--- config.mk ---
export PLATFORM = sky130hd
export DESIGN_NAME = addsub_result_display
export DESIGN_NICKNAME = d
export VERILOG_FILES = /design/src/rtl/addsub_result_display.sv
export SDC_FILE = /design/constraint.sdc
export NUM_CORES = 1
export LEC_CHECK = 0
export CAP_MARGIN = 0
export CORE_ASPECT_RATIO = 1.2
export CORE_MARGIN = 8
export CORE_UTILIZATION = 27
export DETAILED_ROUTE_END_ITERATION = 12
export PLACE_DENSITY = 0.51
export SLEW_MARGIN = 20
export SYNTH_ARGS = -nofsm -noshare
export SYNTH_HDL_FRONTEND = slang
export SYNTH_SLANG_ARGS = --single-unit
--- constraint.sdc ---
create_clock -name clk -period 6.56 [get_ports clk]
set_input_delay 1.312 -clock clk [delete_from_list [all_inputs] [get_ports clk]]
set_output_delay 1.312 -clock clk [all_outputs]
set_load 0.02 [all_outputs]
--- src/rtl/addsub_result_display.sv ---
// addsub_result_display: captures {mode, carry, sum} results of the 3-bit
// adder/subtractor on a pushbutton strobe. It keeps the last DEPTH results and
// scrolls them, oldest first, on one 7-segment digit followed by a blank gap.
// Optional macro ADDSUB_SIGNED_EN: shows a negative subtract result as a
// magnitude with the decimal point used as a minus sign.
module addsub_result_display #(
    parameter int DEPTH       = 4,
    parameter int SCROLL_DIV  = 10,
    parameter int SYNC_STAGES = 2
) (
    input  logic                     clk,
    input  logic                     reset,
    input  logic [3:0]               res_in,
    input  logic                     mode_in,
    input  logic                     strobe,
    output logic [6:0]               seg,
    output logic                     dp,
    output logic [$clog2(DEPTH):0]   count
);

    localparam int PW = $clog2(DEPTH);
    localparam logic [PW:0] FULL_CNT = (PW+1)'(DEPTH);

    typedef enum logic [1:0] {IDLE, SHOW, GAP} state_t;

    logic [SYNC_STAGES-1:0] sync_q;
    logic [SYNC_STAGES-1:0] flush_q;
    logic                   armed_q;
    logic                   level_q;
    logic                   push_q;

    logic [4:0]             hist [DEPTH];
    logic [PW-1:0]          wr_ptr;
    logic [PW-1:0]          idx;
    logic [SCROLL_DIV-1:0]  dwell;
    state_t                 state;

    state_t                 n_state;
    logic [PW-1:0]          n_idx;
    logic [PW-1:0]          n_wr;
    logic [PW:0]            n_count;
    logic [SCROLL_DIV-1:0]  n_dwell;
    logic [PW-1:0]          phys;
    logic [4:0]             disp;
    logic [7:0]             disp_code;
    logic                   full;

    // Segment pattern of a hex digit (seg[0]=a .. seg[6]=g).
    function automatic logic [6:0] hex_seg(input logic [3:0] v);
        case (v)
            4'h0: hex_seg = 7'h3F;  4'h1: hex_seg = 7'h06;
            4'h2: hex_seg = 7'h5B;  4'h3: hex_seg = 7'h4F;
            4'h4: hex_seg = 7'h66;  4'h5: hex_seg = 7'h6D;
            4'h6: hex_seg = 7'h7D;  4'h7: hex_seg = 7'h07;
            4'h8: hex_seg = 7'h7F;  4'h9: hex_seg = 7'h6F;
            4'hA: hex_seg = 7'h77;  4'hB: hex_seg = 7'h7C;
            4'hC: hex_seg = 7'h39;  4'hD: hex_seg = 7'h5E;
            4'hE: hex_seg = 7'h79;  default: hex_seg = 7'h71;
        endcase
    endfunction

    // Returns {dp, seg} for a stored entry {mode, carry, sum[2:0]}.
    function automatic logic [7:0] decode(input logic [4:0] e);
        logic [2:0] mag;
        mag = 3'd0;
        if (!e[4]) begin
            decode = {1'b0, hex_seg(e[3:0])};
        end else if (e[3]) begin
            decode = {1'b0, hex_seg({1'b0, e[2:0]})};
        end else begin
`ifdef ADDSUB_SIGNED_EN
            mag    = 3'd0 - e[2:0];
            decode = {1'b1, hex_seg({1'b0, mag})};
`else
            decode = {1'b0, hex_seg(e[3:0])};
`endif
        end
    endfunction

    // Strobe synchroniser and one-shot rising-edge detector. armed_q blocks
    // pushes until the flushed synchroniser has seen the strobe low, so a
    // button held through reset release is not taken as a new press.
    always_ff @(posedge clk) begin
        if (reset) begin
            sync_q  <= '0;
            flush_q <= '0;
            armed_q <= 1'b0;
            level_q <= 1'b0;
            push_q  <= 1'b0;
        end else begin
            sync_q  <= {sync_q[SYNC_STAGES-2:0], strobe};
            flush_q <= {flush_q[SYNC_STAGES-2:0], 1'b1};
            if (flush_q[SYNC_STAGES-1] && !sync_q[SYNC_STAGES-1])
                armed_q <= 1'b1;
            level_q <= sync_q[SYNC_STAGES-1];
            push_q  <= sync_q[SYNC_STAGES-1] & ~level_q & armed_q;
        end
    end

    // Next-state of scroll FSM, buffer pointers, and the entry to display.
    always_comb begin
        full    = (count == FULL_CNT);
        n_state = state;
        n_idx   = idx;
        n_wr    = wr_ptr;
        n_count = count;
        n_dwell = dwell;
        case (state)
            IDLE: begin
                if (push_q) begin
                    n_state = SHOW;
                    n_idx   = '0;
                    n_dwell = '0;
                end
            end
            SHOW: begin
                n_dwell = dwell + SCROLL_DIV'(1);
                if (dwell == '1) begin
                    if (({1'b0, idx} + (PW+1)'(1)) < count)
                        n_idx = idx + PW'(1);
                    else
                        n_state = GAP;
                end
            end
            default: begin
                n_dwell = dwell + SCROLL_DIV'(1);
                if (dwell == '1) begin
                    n_state = SHOW;
                    n_idx   = '0;
                end
            end
        endcase
        if (push_q) begin
            n_wr = wr_ptr + PW'(1);
            if (!full)
                n_count = count + (PW+1)'(1);
            else if (n_state == SHOW && n_idx != '0)
                // Oldest entry dropped: shift the logical index so the
                // physically displayed entry stays the same.
                n_idx = n_idx - PW'(1);
        end
        // Oldest physical slot is n_wr - n_count (mod DEPTH).
        phys = n_wr - n_count[PW-1:0] + n_idx;
        disp = (push_q && phys == wr_ptr) ? {mode_in, res_in} : hist[phys];
        case (n_state)
            IDLE:    disp_code = 8'h40;
            SHOW:    disp_code = decode(disp);
            default: disp_code = 8'h00;
        endcase
    end

    // State, history buffer and registered display outputs.
    always_ff @(posedge clk) begin
        if (reset) begin
            for (int unsigned i = 0; i < DEPTH; i++)
                hist[i] <= '0;
            wr_ptr <= '0;
            idx    <= '0;
            dwell  <= '0;
            count  <= '0;
            state  <= IDLE;
            seg    <= 7'h40;
            dp     <= 1'b0;
        end else begin
            if (push_q)
                hist[wr_ptr] <= {mode_in, res_in};
            wr_ptr <= n_wr;
            idx    <= n_idx;
            dwell  <= n_dwell;
            count  <= n_count;
            state  <= n_state;
            seg    <= disp_code[6:0];
            dp     <= disp_code[7];
        end
    end

endmodule

==> metrics.txt <==
# TYPE chip_impl_metric gauge
chip_impl_metric{name="finalWeightedCongestion",unit=""} 0.806
chip_impl_metric{name="numPlacedInstances",unit=""} 485
chip_impl_metric{name="timing.critical_path.slowest_cell_delay",unit="ns"} 0.56
chip_impl_metric{name="critical_path_arrival",unit="ns"} 6.27
chip_impl_metric{name="cellLeakagePower",unit="nW"} 1.38
chip_impl_metric{name="finalCriticalPeriod",unit="ns"} 6.08
chip_impl_metric{name="worst_setup_hold_path_clk_slew",unit="ns"} 0.07
chip_impl_metric{name="drt_first_pass_iters",unit=""} 4
chip_impl_metric{name="route.layer.met1.wl",unit="mm"} 3.16
chip_impl_metric{name="layout-drive-gt1-share",unit="%"} 13.0
chip_impl_metric{name="global_route_overflow",unit=""} 0
chip_impl_metric{name="max-clock-path-buffers",unit=""} 2
chip_impl_metric{name="cts-resized-gates",unit=""} 0
chip_impl_metric{name="hold_buffers",unit=""} 0
chip_impl_metric{name="syn-instance-count",unit=""} 323
chip_impl_info{name="cts_tree",value="built"} 1
chip_impl_metric{name="number_of_antenna_violations_at_the_first_check_in_global_routing",unit=""} 0
chip_impl_metric{name="global_route.usage.total",unit="%"} 9.39
chip_impl_metric{name="worstMarginPinSlew",unit="ns"} 0.777
chip_impl_metric{name="die_width",unit="um"} 113
chip_impl_metric{name="wirelength",unit="mm"} 6.68
chip_impl_metric{name="finalHoldViolations",unit=""} 0
chip_impl_metric{name="pwr_density_cell",unit="nW/um^2"} 198
chip_impl_info{name="setup.worst_path.end_class",value="flip-flop"} 1
chip_impl_metric{name="postLayoutCellArea",unit="um^2"} 3560
chip_impl_metric{name="met2_length",unit="mm"} 3.18
chip_impl_metric{name="fmax",unit="MHz"} 164
chip_impl_info{name="cts_root_buf",value="sky130_fd_sc_hd__clkbuf_16"} 1
chip_impl_metric{name="synth.lib_cells_used.distinct",unit=""} 71
chip_impl_metric{name="clock_insertion_delay_worst_skew",unit="ns"} 0.30
chip_impl_metric{name="wl_per_cell",unit="um"} 13.5
chip_impl_metric{name="clock_sinks",unit=""} 53
chip_impl_metric{name="core.rowCount",unit=""} 42
chip_impl_info{name="critical_path.startpoint_type",value="flip-flop"} 1
chip_impl_metric{name="placed_area",unit="um^2"} 3390
chip_impl_metric{name="finalSetupViolCount",unit=""} 0
chip_impl_metric{name="drtAntennaViolNets",unit=""} 0
chip_impl_metric{name="post_route_clock_skew",unit="ns"} 0.0101
chip_impl_metric{name="synth.yosys.seq_area_share",unit="%"} 41.0
chip_impl_metric{name="route.detailed.drc",unit=""} 0
chip_impl_metric{name="dp_slack",unit="ns"} 0.478
chip_impl_metric{name="fp.dieArea",unit="um^2"} 15100
chip_impl_metric{name="floorplan.die.height",unit="um"} 133
chip_impl_metric{name="drtIter0Drc",unit=""} 90
chip_impl_metric{name="cts_post_setup_buffers_inserted",unit=""} 0
chip_impl_info{name="r2r_end",value="seg[0]$_SDFF_PP0_"} 1
chip_impl_metric{name="ys_ff_latch",unit=""} 53
chip_impl_metric{name="global_route_wire_length_before_repair",unit="mm"} 11.4
chip_impl_metric{name="postSynthAreaPerCell",unit="um^2"} 9.51
chip_impl_metric{name="critPathRequiredTime",unit="ns"} 6.75
chip_impl_metric{name="critPathMaxFanout",unit=""} 9
chip_impl_metric{name="synthesis.nets",unit=""} 346
chip_impl_metric{name="yosysWarningCount",unit=""} 0
chip_impl_metric{name="layout-area-overhead-vs-synth",unit="%"} 15.8
chip_impl_info{name="cpMostUsedCell",value="sky130_fd_sc_hd__ha_1"} 1
chip_impl_metric{name="finish.net_count",unit=""} 361
chip_impl_metric{name="placement.io_buffers",unit=""} 17
chip_impl_metric{name="tritoncts.num_buffers",unit=""} 5
chip_impl_info{name="crit_path_top_delay_cell",value="sky130_fd_sc_hd__mux4_2"} 1
chip_impl_metric{name="initial_utilization",unit="%"} 27.7
chip_impl_metric{name="first_global_vias",unit=""} 2305
chip_impl_info{name="r2r-start",value="idx[1]$_SDFF_PP0_"} 1
chip_impl_info{name="routed.top_layer",value="met4"} 1
chip_impl_metric{name="detail_placement_hpwl",unit="mm"} 5.05
chip_impl_info{name="endpoint_of_the_worst_setup_timing_path",value="seg[0]$_SDFF_PP0_"} 1
chip_impl_metric{name="reg2reg_depth",unit=""} 28
chip_impl_metric{name="final_max_slew_viol_count",unit=""} 0
chip_impl_metric{name="worstPathBufferInverterCount",unit=""} 4
chip_impl_metric{name="cp_depth",unit=""} 28
chip_impl_info{name="outcome",value="finished clean"} 1
chip_impl_info{name="hp-class",value="flip-flop to flip-flop"} 1
chip_impl_metric{name="io-pin-count",unit=""} 19
chip_impl_metric{name="detailroute.wirelength.met3",unit="um"} 198
chip_impl_metric{name="cap_viol_max_count",unit=""} 0
chip_impl_metric{name="synth_enable_flop_cells",unit=""} 20
chip_impl_metric{name="synth_async_sr_flop_share",unit="%"} 0
chip_impl_metric{name="final_core_utilization",unit="%"} 32.1
chip_impl_metric{name="final_cell_count_no_fill",unit=""} 493
chip_impl_metric{name="dr_total_vias",unit=""} 2324
chip_impl_metric{name="worst_slew_margin_rel",unit="%"} 47.7
chip_impl_metric{name="fin_crit_sh",unit="%"} 92.7
chip_impl_metric{name="worst_setup_margin",unit="ns"} 0.479
chip_impl_metric{name="grt_max_degree",unit=""} 25
chip_impl_info{name="worst_setup_path_startpoint",value="idx[1]$_SDFF_PP0_"} 1
chip_impl_info{name="critPathKind",value="flip-flop to flip-flop"} 1
chip_impl_metric{name="route.detailed.vias_per_inst",unit=""} 4.71
chip_impl_info{name="synthFlopType",value="sky130_fd_sc_hd__dfxtp_1"} 1
chip_impl_info{name="cp_top_family",value="compound AO/OA/AOI/OAI gates"} 1
chip_impl_metric{name="regToRegSetupSlack",unit="ns"} 0.48
chip_impl_metric{name="antenna_cells",unit=""} 0
chip_impl_metric{name="vdd_drop_max",unit="mV"} 0.0833
chip_impl_metric{name="clock_tree.htree_level_count",unit=""} 2
chip_impl_metric{name="syn_area",unit="um^2"} 3070
chip_impl_metric{name="core-area",unit="um^2"} 11100
chip_impl_info{name="setup_repair_after_global_routing_missed_its_margin",value="false"} 1
chip_impl_metric{name="tns",unit="ns"} 0
cell usage in the layout (no fill, tap or decap), drive strengths merged, types with 3 or more instances in the layout:
cell type      count
nor2              41
a21oi             14
ha                15
o21ai             15
xnor2              8
xor2               3
nand3             12
mux2i              9
mux2               4
a22oi              3
buf                3
nand2             27
nor2b              4
a211oi             9
o31ai              3
o22ai              3
clkbuf             5
clkdlybuf4s50     17
inv               23
nor3               3
edfxtp            20
and2              11
o21a               7
and4               4
or2                5
a31oi              5
nand2b             3
dfxtp             33
and3               6
stage by stage:
step,hold WS [ns],total power [W]
floorplan,0.376,0.000394
global placement,0.381,0.000410
detailed placement,0.387,0.000410
CTS,0.397,0.000715
global route,0.421,0.000733
finish,0.395,0.000704
registers in the layout (all words and copies together), names as in the netlist, 2 cells and up:
register and cells:
count 3, dwell 10, flush_q 2, hist 20, idx 2, seg 7, state 2, sync_q 2
wr_ptr 2
per-layer routing:
layer,GRT usage (%),up-vias
met4,4.45,0
met5,0,-
li1,-,1176
met1,10.8,1112
met2,16.0,28
met3,2.09,8
worst min path at each step:
stage / startpoint / end / slack [ns] / depth (start not counted)
6_report: level_q$_SDFF_PP0_ / push_q$_SDFF_PP0_ / 0.40 / 1
5_1_grt: level_q$_SDFF_PP0_ / push_q$_SDFF_PP0_ / 0.42 / 1
4_1_cts: level_q$_SDFF_PP0_ / push_q$_SDFF_PP0_ / 0.40 / 1
3_5_place_dp: level_q$_SDFF_PP0_ / push_q$_SDFF_PP0_ / 0.39 / 1
3_3_place_gp: level_q$_SDFF_PP0_ / push_q$_SDFF_PP0_ / 0.38 / 1
2_1_floorplan: level_q$_SDFF_PP0_ / push_q$_SDFF_PP0_ / 0.38 / 1
synthesized netlist by cell type, types with 4 or more instances:
cell,n,area share (%)
sky130_fd_sc_hd__nor2_1,38,4.6
sky130_fd_sc_hd__dfxtp_1,33,21
sky130_fd_sc_hd__nand2_1,27,3.3
sky130_fd_sc_hd__inv_1,22,2.7
sky130_fd_sc_hd__edfxtp_1,20,20
sky130_fd_sc_hd__ha_1,15,6.1
sky130_fd_sc_hd__a21oi_1,14,2.3
sky130_fd_sc_hd__nand3_1,12,2.0
sky130_fd_sc_hd__o21ai_0,10,1.6
sky130_fd_sc_hd__and2_1,8,1.6
sky130_fd_sc_hd__a211oi_1,7,1.7
sky130_fd_sc_hd__mux2i_1,7,2.3
sky130_fd_sc_hd__o21a_1,7,1.7
sky130_fd_sc_hd__xnor2_1,6,1.7
sky130_fd_sc_hd__and3_1,5,1.0
sky130_fd_sc_hd__a31oi_1,4,0.81
sky130_fd_sc_hd__buf_2,4,0.65
sky130_fd_sc_hd__or2_2,4,0.81
cell type report:
cell class,instances,area (um^2)
inverters,22,82.6
clock buffers,5,125
fillers,1163,7530
repair buffers,20,193
well taps,154,193
clock inverters,3,43.8
multi-input cells,236,1660
flip-flops and latches,53,1260
where the power goes:
part	internal, W	switching [W]	leakage [nW]
clock	0.000181	0.000121	0.0842
sequential	0.000347	0.00000238	0.474
combinational	0.0000210	0.0000314	0.823
kinds of logic after synthesis:
logic type | synth area share [%]
adder cells (fa/ha/maj) | 6.11
multiplexers | 5.78
other | 0.122
AND/OR/NAND/NOR | 20.0
flip-flops | 41.0
XOR/XNOR | 4.36
AO/OA/AOI/OAI | 17.7
buffers and inverters | 4.97
worst register-to-register path, delay by kind of cell, from the launching register on:
kind / cells / cell delay (ns)
AO/OA/AOI/OAI: 6 / 1.21
XOR/XNOR: 4 / 0.84
adder cells (fa/ha/maj): 5 / 1.21
buffers and inverters: 4 / 0.51
flip-flops: 1 / 0.39
multiplexers: 3 / 1.11
AND/OR/NAND/NOR: 6 / 0.72
Power figures use the tool's default switching activity.
